`src/rtl/keypad_event_ctrl.sv`:
```
// keypad_event_ctrl: synchronizes and debounces an active-low 16-key vector,
// then queues key-press events (by key index) into a small FIFO that a
// consumer drains over a valid/ready handshake.
module keypad_event_ctrl #(
  parameter int SAMPLE_DIV = 50000,
  parameter int DEBOUNCE   = 4,
  parameter int FIFO_DEPTH = 4
) (
  input  logic                          clk,
  input  logic                          rst,
  input  logic [15:0]                   key_raw,
  output logic [15:0]                   key_state,
  output logic [3:0]                    key_code,
  output logic                          key_valid,
  input  logic                          key_ready,
  output logic [$clog2(FIFO_DEPTH):0]   fifo_count,
  output logic                          overflow
);

  localparam int CW = $clog2(SAMPLE_DIV);
  localparam int SW = (DEBOUNCE > 1) ? $clog2(DEBOUNCE) : 1;
  localparam int PW = $clog2(FIFO_DEPTH);
  localparam logic [CW-1:0] CNT_MAX  = CW'(SAMPLE_DIV - 1);
  localparam logic [SW-1:0] STAB_MAX = SW'(DEBOUNCE - 1);
  localparam logic [PW:0]   DEPTH    = (PW + 1)'(FIFO_DEPTH);

  // Synchronizer and sampler state
  logic [15:0]   sync1_q, sync1_d;
  logic [15:0]   sync2_q, sync2_d;
  logic [CW-1:0] cnt_q, cnt_d;
  logic [15:0]   prev_q, prev_d;
  logic [SW-1:0] stab_q [16];
  logic [SW-1:0] stab_d [16];
  logic [15:0]   key_state_q, key_state_d;

  // Event queue state
  logic [15:0]   pend_q, pend_d;
  logic          overflow_q, overflow_d;
  logic [3:0]    mem_q [FIFO_DEPTH];
  logic [3:0]    mem_d [FIFO_DEPTH];
  logic [PW-1:0] wr_ptr_q, wr_ptr_d;
  logic [PW-1:0] rd_ptr_q, rd_ptr_d;
  logic [PW:0]   count_q, count_d;
  logic          key_valid_q, key_valid_d;
  logic [3:0]    key_code_q, key_code_d;

  logic          sample_tick;
  logic [15:0]   press;
  logic          pop;
  logic          push;
  logic [3:0]    push_idx;
  logic [15:0]   push_mask;

  assign sample_tick = (cnt_q == CNT_MAX);

  // Synchronizer, sample counter and per-key debounce
  always_comb begin
    logic [SW-1:0] stab_new;
    sync1_d     = key_raw;
    sync2_d     = sync1_q;
    cnt_d       = sample_tick ? '0 : cnt_q + 1'b1;
    prev_d      = prev_q;
    key_state_d = key_state_q;
    stab_new    = '0;
    for (int i = 0; i < 16; i++) begin
      stab_d[i] = stab_q[i];
      if (sample_tick) begin
        if (sync2_q[i] == prev_q[i]) begin
          stab_new = (stab_q[i] == STAB_MAX) ? STAB_MAX : SW'(stab_q[i] + 1'b1);
        end else begin
          stab_new = '0;
        end
        stab_d[i] = stab_new;
        prev_d[i] = sync2_q[i];
        // A level is accepted once DEBOUNCE identical samples are seen in a row
        if ((stab_new == STAB_MAX) && (~sync2_q[i] != key_state_q[i])) begin
          key_state_d[i] = ~sync2_q[i];
        end
      end
    end
    press = key_state_d & ~key_state_q;
  end

  // Pending-event serializer and FIFO bookkeeping
  always_comb begin
    pop      = key_valid_q & key_ready;
    push_idx = '0;
    // Scan downward so the lowest set index wins
    for (int i = 15; i >= 0; i--) begin
      if (pend_q[i]) begin
        push_idx = 4'(i);
      end
    end
    push      = (pend_q != '0) && ((count_q < DEPTH) || pop);
    push_mask = push ? (16'b1 << push_idx) : '0;

    pend_d = (pend_q & ~push_mask) | press;
    // A press is lost only if its pending slot is still occupied after this cycle's push
    overflow_d = overflow_q | (|(press & pend_q & ~push_mask));

    mem_d = mem_q;
    if (push) begin
      mem_d[wr_ptr_q] = push_idx;
    end
    wr_ptr_d = push ? wr_ptr_q + 1'b1 : wr_ptr_q;
    rd_ptr_d = pop  ? rd_ptr_q + 1'b1 : rd_ptr_q;

    case ({push, pop})
      2'b10:   count_d = count_q + 1'b1;
      2'b01:   count_d = count_q - 1'b1;
      default: count_d = count_q;
    endcase

    // Head of queue is registered so it is stable while the consumer stalls
    key_valid_d = (count_d != '0);
    key_code_d  = mem_d[rd_ptr_d];
  end

  // State register with synchronous reset
  always_ff @(posedge clk) begin
    if (rst) begin
      sync1_q     <= '1;
      sync2_q     <= '1;
      cnt_q       <= '0;
      prev_q      <= '1;
      key_state_q <= '0;
      pend_q      <= '0;
      overflow_q  <= 1'b0;
      wr_ptr_q    <= '0;
      rd_ptr_q    <= '0;
      count_q     <= '0;
      key_valid_q <= 1'b0;
      key_code_q  <= '0;
      for (int i = 0; i < 16; i++) begin
        stab_q[i] <= '0;
      end
      for (int i = 0; i < FIFO_DEPTH; i++) begin
        mem_q[i] <= '0;
      end
    end else begin
      sync1_q     <= sync1_d;
      sync2_q     <= sync2_d;
      cnt_q       <= cnt_d;
      prev_q      <= prev_d;
      key_state_q <= key_state_d;
      pend_q      <= pend_d;
      overflow_q  <= overflow_d;
      wr_ptr_q    <= wr_ptr_d;
      rd_ptr_q    <= rd_ptr_d;
      count_q     <= count_d;
      key_valid_q <= key_valid_d;
      key_code_q  <= key_code_d;
      for (int i = 0; i < 16; i++) begin
        stab_q[i] <= stab_d[i];
      end
      for (int i = 0; i < FIFO_DEPTH; i++) begin
        mem_q[i] <= mem_d[i];
      end
    end
  end

  assign key_state  = key_state_q;
  assign key_code   = key_code_q;
  assign key_valid  = key_valid_q;
  assign fifo_count = count_q;
  assign overflow   = overflow_q;

endmodule

```
`config.mk`:
```
export PLATFORM = sky130hd
export DESIGN_NAME = keypad_event_ctrl
export DESIGN_NICKNAME = d
export VERILOG_FILES = /design/src/rtl/keypad_event_ctrl.sv
export SDC_FILE = /design/constraint.sdc
export NUM_CORES = 1
export LEC_CHECK = 0
export ABC_CLOCK_PERIOD_IN_PS = 4600
export BUFFER_PORTS_ARGS = -buffer_cell sky130_fd_sc_hd__buf_2
export CAP_MARGIN = 20
export CELL_PAD_IN_SITES_DETAIL_PLACEMENT = 1
export CELL_PAD_IN_SITES_GLOBAL_PLACEMENT = 2
export CORE_ASPECT_RATIO = 0.8
export CORE_MARGIN = 1
export CORE_UTILIZATION = 40
export CTS_CLUSTER_DIAMETER = 30
export DETAILED_ROUTE_END_ITERATION = 16
export PLACE_DENSITY = 0.9
export SETUP_SLACK_MARGIN = 0.02
export SYNTH_ARGS = -nofsm -noshare
export SYNTH_HDL_FRONTEND = slang
export SYNTH_SLANG_ARGS = --single-unit
```
`constraint.sdc`:
```
create_clock -name clk -period 4.6 [get_ports clk]
set_clock_uncertainty 0.2 [all_clocks]
set_input_delay 0.92 -clock clk [delete_from_list [all_inputs] [get_ports clk]]
set_output_delay 0.92 -clock clk [all_outputs]
set_load 0.03 [all_outputs]
```
; ---- Word level (Yosys, flattened, before mapping)
; Memories as Yosys holds them, arrays and structs flattened.
; Index checks and enable logic that the tools add are counted.
; W data, S select, Z words.
[totals]
ff_bits = 125
elab_cells = 317
memories = 1
inputBits = 19
ram_bits = 32
[op_classes]
n_reduce_logical = 23
eq_ne = 67
bitwise_logic = 43
addsub = 21
n_lt_le_gt_ge = 4
shifts = 1
muxes = 141
[mem_list]
columns = memory, depth, width, read_ports, rd_ports_with_merged_regs, write_ports, line_no
row1 = stab_q, 16, 2, 16, 0, 16, 32  ; logic [SW-1:0] stab_q [16];
[ops]
columns = operator, count
row1 = $mux W2, 81
row2 = $mux W4, 19
row3 = $eq A2 B2 Y1 const B, 33
row4 = $and A16 B16 Y16, 4
row5 = $add A2 B1 Y2 const B, 18
row6 = $mux W1, 35
row7 = $mux W16, 2
row8 = $not A16 Y16, 2
row9 = $logic_and A1 B1 Y1, 18
row10 = $or A1 B1 Y1, 17
row11 = $add A16 B1 Y16 const B, 1
row12 = $bwmux W16, 1
row13 = $eq A1 B1 Y1, 16
row14 = $eq A16 B16 Y1 const B, 1
row15 = $ne A1 B1 Y1, 16
row16 = $not A1 Y1, 16
row17 = $or A16 B16 Y16, 1
row18 = $reduce_bool A16 Y1, 1
row19 = $reduce_or A16 Y1, 1
row20 = $shl A1 B4 Y16 const A, 1
row21 = $bmux W4 S2, 1
row22 = $demux W4 S2, 1
row23 = $ge A3 B3 Y1 const B, 2
row24 = $not A2 Y3, 2
row25 = 10 further kinds, 10

; ---- Depth between registers and ports, before layout
[logic_depth]
word_depth = 22
mapped_depth = 11

; ---- Least setup slack after synthesis
; OpenSTA, ideal clock, no wires.
[synth_timing]
path_type = in2reg
startpoint = input key_ready
endpoint = register key_valid_q (netlist: key_valid)
slack_ps = 1687
t_required_ps = 4268
n_path_buf = 0
setup_ps = 132
path_stages = 10
arrival_time_ps = 2581
cell_sequence = a21boi_1 a41oi_4 inv_1 ha_1 inv_1 fa_1 xor2_1 nor2_1 xnor2_1 a21oi_1
[synth_between]
elab_chain_cells = 6
word_cells_on_any_way = 7
[synth_lines]
columns = item, line_no
row1 = from (decl), 15  ; input logic key_ready,
row2 = $and A1 B1 Y1 (*), 86  ; pop = key_valid_q & key_ready;
row3 = $logic_or A1 B1 Y1, 94  ; push = (pend_q != '0) && ((count_q < DEPTH) || pop);
row4 = $logic_and A1 B1 Y1, 94
row5 = $eq A2 B1 Y1 / $eq A2 B2 Y1 (equally long branches), 108  ; case ({push, pop})
row6 = $pmux W3 S2 (*), 108
row7 = $reduce_bool A3 Y1 (*), 115  ; key_valid_d = (count_d != '0);
row8 = to (signal assigned), 151  ; key_valid_q <= key_valid_d;
row9 = to (decl), 44  ; logic key_valid_q, key_valid_d;
; Mark *: on every way between the ends. The rest lies on a longest branch, timed or not.
; A chain may end at the register's enable or synchronous reset.

; ---- Final worst setup path
[layout_timing]
startpoint = register cnt_q[7]
endpoint = register overflow_q (netlist: overflow)
[layout_between]
elab_chain_cells = 7
word_cells_on_any_way = 22
[layout_lines]
columns = item, line_no
row1 = from (decl), 30  ; logic [CW-1:0] cnt_q, cnt_d;
row2 = from (signal assigned), 143  ; cnt_q <= cnt_d;
row3 = $eq A16 B16 Y1 (*), 54  ; assign sample_tick = (cnt_q == CNT_MAX);
row4 = $mux W1, 67  ; if (sample_tick) begin
row5 = $and A16 B16 Y16 (*), 81  ; press = key_state_d & ~key_state_q;
row6 = $and A16 B16 Y16 (*) (2 in a row), 99  ; overflow_d = overflow_q | (|(press & pend_q & ~push_mask));
row7 = $reduce_or A16 Y1 (*), 99
row8 = $or A1 B1 Y1 (*), 99
row9 = to (signal assigned), 147  ; overflow_q <= overflow_d;
row10 = to (decl), 38  ; logic overflow_q, overflow_d;
; Marked as above.

==> run summary <==
Status: complete, no violations
Final Hold Slack: 206 ps
Area Growth Syn to Fin: 15.2%
Setup violators final: 0
Final Slew Violations: 0
Library cells used by synthesis: 56
Flop pwr share: 48.0%
Nets@finish: 824
Yosys reg bits: 157
Setup tns final: 0 ps
Top cells by count, synth: dfxtp_1, nor2_1, a21oi_1, nand2_1, inv_1
Worst-path clk slew: 60 ps
Critical path class: register to register
Clock power frac: 50.0%
Asr flop ratio synth: 0%
RD Place Congestion: 0.859
Int Pwr: 2.28 mW
Syn nets: 789
Vias per Instance: 5.42
Sw Pwr: 605 uW
Worst Max-Slew Pin Slew: 922 ps
Area post-placement: 0.00706 mm^2
Io pins: 44
Hold Crit Class: register to register
Rows: 41
Post-route DRC violation count: 0
Initial antenna violation count: 0
Critical path arrival: 3220 ps
Pin count of the biggest net entering global routing: 108
P per Cell Area: 375 mW/mm^2
Worst-Skew Late Latency: 430 ps
Global route overflow: 0
Register area share after synthesis: 47.1%
Type of origin of the critical path: register
EDFF count, synth: 0
Syn Area/Cell: 8.75 um^2
Fin worst setup slack: 1520 ps
CTS tree: yes
Remaining antenna violation count: 0
Root Buffer: clkbuf_16
Sw Share: 21.0%
Top-count cell post-synth: dfxtp_1
DIE AREA: 0.0172 mm^2
Chip height: 118 um
Initial Util: 41.6%
Cells taking the most area after synthesis: dfxtp_1, nor2_1, a21oi_1
Antenna diode count: 0
Crit share post-route: 67.0%
Leakage power: 2.90 nW
Crit path capture type: register
Worst Path Max Fanout: 12
Hold Buf Count CTS: 0
Placed Cells incl. Taps: 993
CTS resizes: 0
Final instance area: 0.00769 mm^2
Synthesized instance count: 763
Top_reg_cell synth: dfxtp_1
Detailed-route via count: 5,557
Fin util: 47.9%
Relative slew slack: 38.0%
Pre-CTS setup slack: 1280 ps
Cts bufs inserted: 17
Fillers: 1,899
Clock sink count: 157
Synth Cell Area: 0.00667 mm^2
Vias in the first global route: 5,818
# Post-CTS Setup Buffers: 0
Max frequency: 325 MHz
Global-route wire length before repair: 29,000 um
RSZ-0062 raised after global routing: false
First-pass DRT Iterations: 4
Combinational power share: 2.0%
1st-iter DRT viols: 174
MaxCap Viol Count: 0
DR WL/cell: 16.4 um
Routed WL: 16,900 um
Final number of hold-violating endpoints: 0
GR Util All Layers: 20.9%
Core area: 0.0161 mm^2
VDD IR max: 0.000236 V
PortBufs: 43
Final Non-Filler Cells: 1,026
Area leader, netlist: dfxtp_1
Critical Path RT: 4740 ps
Clock period minus final worst setup slack: 3080 ps
Yosys top cell area share: 47.1%
Htree depth: 4
Total power: 2.88 mW
Share of cells above drive strength 1: 15.5%
Ys Warns: 0
Die width: 146 um
Post-DP HPWL: 11,300 um
Clock Tree Buf Depth: 2
-- power by group through the flow --
stage	clock network, mW	registers [mW]	logic [mW]
after floorplan	0	1.41	0.0394
after global placement	0	1.41	0.0561
after detailed placement	0	1.42	0.0578
after CTS	1.47	1.39	0.0580
after global routing	1.53	1.39	0.0644
final	1.44	1.39	0.0565
-- layout by cell type, fill, tap and decap left out, drive strengths merged, types with 16 or more instances in the layout --
cell and n:
xor2 30, o211ai 17, a21oi 74, nand3 36
dfxtp 157, a211oi 16, nand2 51, buf 49
clkbuf 22, or2 34, mux2i 29, inv 47
nor2 128
-- registers in the layout (all words and copies together) (netlist names) --
signal,flops
stab_q,32
cnt_q,16
key_state,16
mem_q,16
pend_q,16
prev_q,16
sync1_q,16
sync2_q,16
key_code,4
fifo_count,3
rd_ptr_q,2
wr_ptr_q,2
key_valid,1
overflow,1
-- final cells by class --
class                           instances  area [um^2]  area share, %
Timing Repair Buffer                   49          283           3.68
Clock buffer                           22          464           6.04
Tap cell                              215          269           3.50
Sequential cell                       157         3140           40.9
Multi-Input combinational cell        526         3220           41.8
Inverter                               47          176           2.29
Clock inverter                         10          138           1.79
-- layer usage --
layer / track usage [%] / wire (um)
met2: 34.8 / 8220
met4: 7.23 / 243
met5: 0 / 0
met3: 4.53 / 486
met1: 26.8 / 7910
-- worst max-delay path: stages, from the launching register on --
cell and delay [ps]:
dfxtp_1 340, or4_1 590, nor4_4 790, nand4_1 360, o22a_1 300, o2111ai_1 130
nor3_1 110, a41oi_1 170
-- kinds of logic (layout without fill, tap and decap cells) --
logic type / Yosys count / count (layout) / share of synthesized area, %
flip-flops: 157 / 157 / 47.1
buffers and inverters: 80 / 128 / 4.97
XOR/XNOR: 35 / 35 / 4.59
multiplexers: 32 / 32 / 5.48
AND/OR/NAND/NOR: 298 / 298 / 21.9
AO/OA/AOI/OAI: 154 / 154 / 14.5
adder cells (fa/ha/maj): 7 / 7 / 1.43
-- final timing paths --
| check | start | to | cells after the start | slack (ps) |
|---|---|---|---|---|
| hold reg to reg | sync1_q[13] | sync2_q[13] | 1 | 210 |
| setup / recovery | cnt_q[7] | overflow | 7 | 1520 |
| hold / removal | sync1_q[13] | sync2_q[13] | 1 | 210 |
| setup reg to reg | cnt_q[7] | overflow | 7 | 1520 |
Power figures use the tool's default switching activity.
